<file path="config.mk">
export PLATFORM = sky130hd
export DESIGN_NAME = mul5_res_recon_flat
export DESIGN_NICKNAME = d
export VERILOG_FILES = /design/src/rtl/div_const_pkg.sv /design/src/rtl/mul5_res_recon_if.sv /design/src/rtl/mul5_res_recon_chunk.sv /design/src/rtl/mul5_res_recon.sv /design/src/flat_wrapper.sv
export SDC_FILE = /design/constraint.sdc
export NUM_CORES = 1
export LEC_CHECK = 0
export BUFFER_PORTS_ARGS = -buffer_cell sky130_fd_sc_hd__buf_2
export CAP_MARGIN = 10
export CORE_ASPECT_RATIO = 0.7
export CORE_UTILIZATION = 55
export DETAILED_ROUTE_END_ITERATION = 8
export PLACE_DENSITY = 0.79
export SETUP_SLACK_MARGIN = 0.1
export SLEW_MARGIN = 20
export SYNTH_ARGS = -nofsm -noshare
export SYNTH_HDL_FRONTEND = slang
export SYNTH_HIERARCHICAL = 1
export SYNTH_SLANG_ARGS = --single-unit
</file>
<file path="constraint.sdc">
create_clock -name clk -period 5.1 [get_ports clk]
set_input_delay 1.53 -clock clk [delete_from_list [all_inputs] [get_ports clk]]
set_output_delay 1.53 -clock clk [all_outputs]
set_load 0.01 [all_outputs]
</file>
<file path="src/rtl/div_const_pkg.sv">
// Shared constants and state encoding for the divide-by-5 family and its reconstructor.
package div_const_pkg;

    localparam int unsigned DIVISOR = 5;
    localparam int unsigned REM_W   = 3;
    localparam int unsigned CARRY_W = 3;

    typedef enum logic [1:0] {
        StIdle = 2'd0,
        StRun  = 2'd1,
        StDone = 2'd2
    } state_e;

endpackage

</file>
<file path="src/rtl/mul5_res_recon_if.sv">
// Operand/result handshake bundle for mul5_res_recon.
interface mul5_res_recon_if
    import div_const_pkg::*;
#(
    parameter int unsigned W = 32
) ();

    logic             in_valid;
    logic             in_ready;
    logic [W-1:0]     q;
    logic [REM_W-1:0] r;
    logic             out_valid;
    logic             out_ready;
    logic [W-1:0]     x;
    logic             ovf;
    logic             rem_err;

    modport slave (
        input  in_valid, q, r, out_ready,
        output in_ready, out_valid, x, ovf, rem_err
    );

    modport master (
        output in_valid, q, r, out_ready,
        input  in_ready, out_valid, x, ovf, rem_err
    );

endinterface

</file>
<file path="src/rtl/mul5_res_recon_chunk.sv">
// One combinational step of 5*q + r: 5*n + c = c_out * 2^CHUNK + digit.
module mul5_chunk
    import div_const_pkg::*;
#(
    parameter int unsigned CHUNK = 4
) (
    input  logic [CHUNK-1:0]   n,
    input  logic [CARRY_W-1:0] c,
    output logic [CHUNK-1:0]   digit,
    output logic [CARRY_W-1:0] c_out
);

    localparam int unsigned SW = CHUNK + CARRY_W;

    logic [SW-1:0] n_ext;
    logic [SW-1:0] c_ext;
    logic [SW-1:0] s;

    always_comb begin
        n_ext = SW'(n);
        c_ext = SW'(c);
        // 5*n as (n << 2) + n; max 5*(2^CHUNK-1) + 7 fits in CHUNK+3 bits
        s     = (n_ext << 2) + n_ext + c_ext;
        digit = s[CHUNK-1:0];
        c_out = s[SW-1:CHUNK];
    end

endmodule

</file>
<file path="src/rtl/mul5_res_recon.sv">
// Iterative reconstruction x = 5*q + r, LSB-first, CHUNK quotient bits per cycle.
module mul5_res_recon
    import div_const_pkg::*;
#(
    parameter int unsigned W     = 32,
    parameter int unsigned CHUNK = 4
) (
    input  logic              clk,
    input  logic              rst,
    mul5_res_recon_if.slave   bus
);

    localparam int unsigned    Steps    = W / CHUNK;
    localparam int unsigned    CntW     = (Steps > 1) ? $clog2(Steps) : 1;
    localparam logic [CntW-1:0] LastStep = CntW'(Steps - 1);

    state_e             state_q, state_d;
    logic [CntW-1:0]    cnt_q, cnt_d;
    logic [W-1:0]       qs_q, qs_d;
    logic [W-1:0]       res_q, res_d;
    logic [CARRY_W-1:0] c_q, c_d;
    logic               ovf_q, ovf_d;
    logic               rem_err_q, rem_err_d;

    logic [CHUNK-1:0]   digit;
    logic [CARRY_W-1:0] c_next;

    mul5_chunk #(
        .CHUNK (CHUNK)
    ) u_chunk (
        .n     (qs_q[CHUNK-1:0]),
        .c     (c_q),
        .digit (digit),
        .c_out (c_next)
    );

    always_comb begin
        state_d   = state_q;
        cnt_d     = cnt_q;
        qs_d      = qs_q;
        res_d     = res_q;
        c_d       = c_q;
        ovf_d     = ovf_q;
        rem_err_d = rem_err_q;

        case (state_q)
            StIdle: begin
                if (bus.in_valid) begin
                    qs_d      = bus.q;
                    c_d       = bus.r;
                    rem_err_d = (bus.r >= REM_W'(DIVISOR));
                    ovf_d     = 1'b0;
                    cnt_d     = '0;
                    state_d   = StRun;
                end
            end
            StRun: begin
                qs_d  = qs_q >> CHUNK;
                res_d = {digit, res_q[W-1:CHUNK]};
                c_d   = c_next;
                cnt_d = cnt_q + CntW'(1);
                if (cnt_q == LastStep) begin
                    // Any carry left after the top chunk is weight 2^W and beyond
                    ovf_d   = (c_next != '0);
                    state_d = StDone;
                end
            end
            StDone: begin
                if (bus.out_ready) begin
                    state_d = StIdle;
                end
            end
            default: state_d = StIdle;
        endcase
    end

    always_ff @(posedge clk or posedge rst) begin
        if (rst) begin
            state_q   <= StIdle;
            cnt_q     <= '0;
            qs_q      <= '0;
            res_q     <= '0;
            c_q       <= '0;
            ovf_q     <= 1'b0;
            rem_err_q <= 1'b0;
        end else begin
            state_q   <= state_d;
            cnt_q     <= cnt_d;
            qs_q      <= qs_d;
            res_q     <= res_d;
            c_q       <= c_d;
            ovf_q     <= ovf_d;
            rem_err_q <= rem_err_d;
        end
    end

    assign bus.in_ready  = (state_q == StIdle);
    assign bus.out_valid = (state_q == StDone);
    assign bus.x         = res_q;
    assign bus.ovf       = ovf_q;
    assign bus.rem_err   = rem_err_q;

endmodule

</file>
<file path="src/flat_wrapper.sv">
// flat-port wrapper written by rule: the top's interface ports become plain ports
module mul5_res_recon_flat import div_const_pkg::*;
#(
    parameter int unsigned W     = 32,
    parameter int unsigned CHUNK = 4
)
  (clk, rst, bus_in_valid, bus_q, bus_r, bus_out_ready, bus_in_ready, bus_out_valid, bus_x, bus_ovf, bus_rem_err);
  mul5_res_recon_if #(.W(W)) bus_i ();
  input  logic clk;
  input  logic rst;
  input wire logic [$bits(bus_i.in_valid)-1:0] bus_in_valid;
  input wire logic [$bits(bus_i.q)-1:0] bus_q;
  input wire logic [$bits(bus_i.r)-1:0] bus_r;
  input wire logic [$bits(bus_i.out_ready)-1:0] bus_out_ready;
  output wire logic [$bits(bus_i.in_ready)-1:0] bus_in_ready;
  output wire logic [$bits(bus_i.out_valid)-1:0] bus_out_valid;
  output wire logic [$bits(bus_i.x)-1:0] bus_x;
  output wire logic [$bits(bus_i.ovf)-1:0] bus_ovf;
  output wire logic [$bits(bus_i.rem_err)-1:0] bus_rem_err;
  assign bus_i.in_valid = bus_in_valid;
  assign bus_i.q = bus_q;
  assign bus_i.r = bus_r;
  assign bus_i.out_ready = bus_out_ready;
  assign bus_in_ready = bus_i.in_ready;
  assign bus_out_valid = bus_i.out_valid;
  assign bus_x = bus_i.x;
  assign bus_ovf = bus_i.ovf;
  assign bus_rem_err = bus_i.rem_err;
  mul5_res_recon #(.W(W), .CHUNK(CHUNK)) u_core (.clk(clk), .rst(rst), .bus(bus_i));
endmodule
</file>
# Word level (Yosys, flattened, before mapping)
# Index checks and enable logic that the tools add are counted.
# W data, S select, Z words.
# op_classes
n_addsub	3
n_lt_le_gt_ge	1
n_eq_ne	6
n_mux	13
reduce_logical	7
# ops
operator	count
$pmux W32 S2	1
$mux W32	1
$pmux W3 S2	2
$add A6 B4 Y7	1
$add A7 B3 Y7	1
$mux W2	3
$mux W3	2
$pmux W2 S3	1
$reduce_and A3 Y1	2
$ne A2 B2 Y1 const B	2
$reduce_and A2 Y1	2
$add A3 B1 Y3 const B	1
$eq A3 B3 Y1 const B	1
$ge A3 B3 Y1 const B	1
$reduce_bool A3 Y1	1
$eq A2 B1 Y1 const B	1
$eq A2 B2 Y1 const B	1
$logic_not A2 Y1	1
$mux W1	2
$ne A2 B1 Y1 const B	1
$pmux W1 S2	1
$reduce_bool A2 Y1	1
# totals
ff_bits	74
in_bits	39
out_inout_bits	36
wordCells	37

# Depth between registers and ports, before layout
# depth
depth_word	5
ltp_mapped	9
depth_no_buf	9

# Cells and area by module
# Netlist, hierarchy kept.
# by_module_without_submodules
module	n_inst	cells_each	area_each_um2	seq_area_each_um2
mul5_res_recon	1	309	3168.0	1851.8
mul5_chunk	1	29	231.5	0.0

# Worst setup path before layout
# No wires, ideal clock.
# synth_timing
path_type	input to register
start	input bus_in_valid
end	register u_core.ovf_q (netlist: u_core/bus.ovf)
setup_ns	0.128
arrival_time_ns	2.135
required_ns	4.972
setup_slack_ns	2.837
stages	3
n_path_buf	0
path_cell_list	or3b_2 -> nand3_1 -> o21ai_0
# synth_between
elab_chain_len	2
# synth_lines
item	line_no	source
from (decl)	flat_wrapper.sv:11	input wire logic [$bits(bus_i.in_valid)-1:0] bus_in_valid;
$ne A2 B2 Y1 (no line)	n/a	
$reduce_and A3 Y1 (no line)	n/a	
to (signal assigned)	mul5_res_recon.sv:92	ovf_q <= ovf_d;
to (decl)	mul5_res_recon.sv:22	logic ovf_q, ovf_d;
# No other way between the ends.
# A chain may end at the register's enable or synchronous reset.

# Worst setup path in the final report
# layout_timing
start	register u_core.state_q[0]
end	output bus_in_ready
# layout_between
elab_chain_len	1
# layout_lines
item	line_no	source
from (decl)	mul5_res_recon.sv:17	state_e state_q, state_d;
from (signal assigned)	mul5_res_recon.sv:79	state_q <= StIdle;
from (signal assigned)	mul5_res_recon.sv:87	state_q <= state_d;
$logic_not A2 Y1	mul5_res_recon.sv:97	assign bus.in_ready = (state_q == StIdle);
to (decl)	flat_wrapper.sv:15	output wire logic [$bits(bus_i.in_ready)-1:0] bus_in_ready;
# No other way between the ends.

==> impl_metrics.json <==
{
  "maxSlewViolCount": 0,
  "cts_resized": 0,
  "synth_area_per_cell_sq_um": 10.1,
  "dr.max_layer_used": "met4",
  "coreArea_sq_um": 5840,
  "ir_drop_uv": 429,
  "crit_required_ns": 3.57,
  "diodes": 0,
  "finalHoldViolations": 0,
  "vias": 2505,
  "tightest_slew_ns": 0.946,
  "numPortBuffers": 74,
  "cpPeakStageDelay_ns": 0.49,
  "yosysMostFrequentCell": "nand2_1",
  "synth_area_sq_um": 3400,
  "ant_nets": 0,
  "p_leak_uw": 0.00216,
  "rsz0062_at_grt": "no",
  "cts.sinks": 74,
  "cap_violations": 0,
  "postPlaceCellArea_sq_um": 3720,
  "post_cts_buffers": 0,
  "fin_crit_sh": 0.558,
  "ys_seq_elements": 74,
  "met3_length_um": 321,
  "slowest_stage": "dfrtp_1",
  "grt_overflow": 0,
  "antenna_found_initial": 0,
  "ys_seq_area_frac": 0.545,
  "cts-htree-levels": 3,
  "crit_arrival_ns": 1.32,
  "start_util": 0.582,
  "cts_root_buffer": "clkbuf_8",
  "drc": 0,
  "slew_headroom": 0.369,
  "wl_met1_um": 3250,
  "cts.clk_slew.worst_paths_ns": 0.07,
  "synthFlopType": "dfrtp_1",
  "synth_edf_count": 0,
  "ys_async_sr_fraction": 1.00,
  "synthToLayoutAreaGrowth_pct": 16.9,
  "row_count": 23,
  "syn-num-nets": 388,
  "wl_um": 7050,
  "yosys_warnings": 6,
  "critPathLaunchType": "flop",
  "routabilityCongestion": 0.780,
  "fillers": 475,
  "cp_max_fo": 7,
  "clk_path_buf_depth": 2,
  "status": "finished clean",
  "die_w_um": 96.0,
  "synthTopCellsByCount": "nand2_1 (131), dfrtp_1 (74), mux2i_1 (31)",
  "clock_latency_ns": 0.34,
  "cellPowerDensity_nw_per_um2": 697,
  "viasPerCell": 5.14,
  "ys_top_cells_by_area": "dfrtp_1 (54%), nand2_1 (14%), mux2i_1 (9.1%), ha_1 (3.3%), o21ai_0 (3.2%)",
  "first_pass_iters": 5,
  "cp_cell_sequence": "nor2_1, buf_2",
  "synth_top_area_frac": 0.545,
  "synth.distinct_cells": 28,
  "grt_pass1_wl_um": 11200,
  "critPathKind": "reg -> out",
  "post-route-min-period_ns": 2.85,
  "nNetsFinal": 458,
  "hold_path_class": "reg -> reg",
  "max_freq_ghz": 0.351,
  "grt_max_degree": 70,
  "end_kind": "primary output",
  "io_pins": 75,
  "cts_tree": "yes",
  "grt_pass1_vias": 2293,
  "wl_per_cell_um": 14.5,
  "grt_use_total": 0.239,
  "drt_iter0_drc": 140,
  "post-dp-hpwl_um": 4750,
  "ctsHoldBuffers": 0,
  "setup-tns-final_ns": 0,
  "yosysTopAreaCell": "dfrtp_1",
  "crit_buf_inv": 1,
  "cts_buffers": 9,
  "die_h_um": 67.8,
  "die_area_sq_um": 6500,
  "setup_viol_count_final": 0,
  "syn_inst": 338,
  "clock_skew_ns": 0.00661,
  "final_area_sq_um": 3970,
  "met2WireLength_um": 3430,
  "drive_above_1_share": 0.235,
  "path_delay_family": "flip-flops"
}
==> layout by cell type, fill, tap and decap left out, drive strengths merged <==
master	synthesis	final
o21ai	38	38
dfrtp	74	74
nor2	3	3
and2	1	1
a21o	1	1
nand2	131	131
ha	9	9
clkinvlp	0	1
bufinv	0	4
mux2i	31	31
o21bai	1	1
nand2b	3	3
nor2b	1	1
buf	14	77
a21oi	2	2
nand3b	1	1
a22o	6	6
nor3	1	1
xor2	1	1
nand3	1	1
xnor2	2	2
inv	10	10
fa	2	2
or3b	1	1
clkbuf	4	10
==> cell families after synthesis <==
family                     after synthesis  share of synthesized area
xor gates and xnor gates                 3                    0.00773
muxes                                   31                     0.0913
and+or+nand+nor                        143                      0.167
DFF                                     74                      0.545
buffers and inverters                   28                     0.0633
adders and majority gates               11                     0.0449
AOI/OAI and AO/OA                       48                     0.0810
==> report_power, final <==
group / switching (uW) / internal [uW] / total (uW)
registers: 179 / 851 / 1030
clock network: 204 / 372 / 576
logic: 691 / 475 / 1170
total: 1070 / 1700 / 2770
==> final timing paths <==
| kind | startpoint | to | slack, ns | cells past startpoint |
|---|---|---|---|---|
| min reg2reg | u_core/bus.x[0]$_DFFE_PP0P_ | u_core/bus.x[0]$_DFFE_PP0P_ | 0.48 | 2 |
| min | u_core/bus.x[0]$_DFFE_PP0P_ | u_core/bus.x[0]$_DFFE_PP0P_ | 0.48 | 2 |
| max reg2reg | u_core/qs_q[0]$_DFFE_PP0P_ | u_core/bus.ovf$_DFFE_PP0P_ | 2.74 | 8 |
| max | u_core/state_q[0]$_DFFE_PP0P_ | bus_in_ready | 2.25 | 2 |
| max in group asynchronous | rst | u_core/qs_q[7]$_DFFE_PP0P_ | 2.86 | 3 |
| min in group asynchronous | rst | u_core/bus.x[31]$_DFFE_PP0P_ | 1.26 | 2 |
==> cell type report <==
cell class | count | area [sq um] | share of cell area
sequential | 74 | 1850 | 0.466
timing repair buffer | 77 | 393 | 0.0989
tap | 75 | 93.8 | 0.0236
clock inverter | 5 | 128 | 0.0321
clock buffer | 10 | 128 | 0.0321
inverter | 10 | 37.5 | 0.00945
multi-input combinational | 236 | 1340 | 0.338
==> tightest hold or removal path, stage by stage, from the launching register on <==
cell	delay, ns
dfrtp_1	0.35
nand2_1	0.05
nand2_1	0.05
==> metrics by stage <==
| step | hold WS [ns] | worst slack [ns] | util | cells | power (uW) |
|---|---|---|---|---|---|
| 2_1_floorplan | 0.449 | 1.69 | - | 338 | 1950 |
| 3_5_place_dp | 0.462 | 2.40 | 0.637 | 472 | 2190 |
| 3_3_place_gp | 0.452 | 2.43 | 0.637 | 472 | 2120 |
| 4_1_cts | 0.487 | 2.28 | 0.680 | 487 | 2790 |
| 5_1_grt | 0.511 | 2.24 | 0.680 | 487 | 2990 |
| 6_report | 0.481 | 2.25 | 0.680 | 487 | 2770 |
==> routing by layer <==
metal | track usage | vias up
li1 | - | 1238
met1 | 0.333 | 1198
met2 | 0.363 | 65
met3 | 0.0687 | 4
met4 | 0.0765 | 0
met5 | 0 | -
==> flip-flops by register name, indices dropped and copies added (netlist names) <==
register,count
u_core/bus.x,32
u_core/qs_q,32
u_core/c_q,3
u_core/cnt_q,3
u_core/state_q,2
u_core/bus.ovf,1
u_core/bus.rem_err,1
Note: power is estimated with default switching activity, not from simulation.
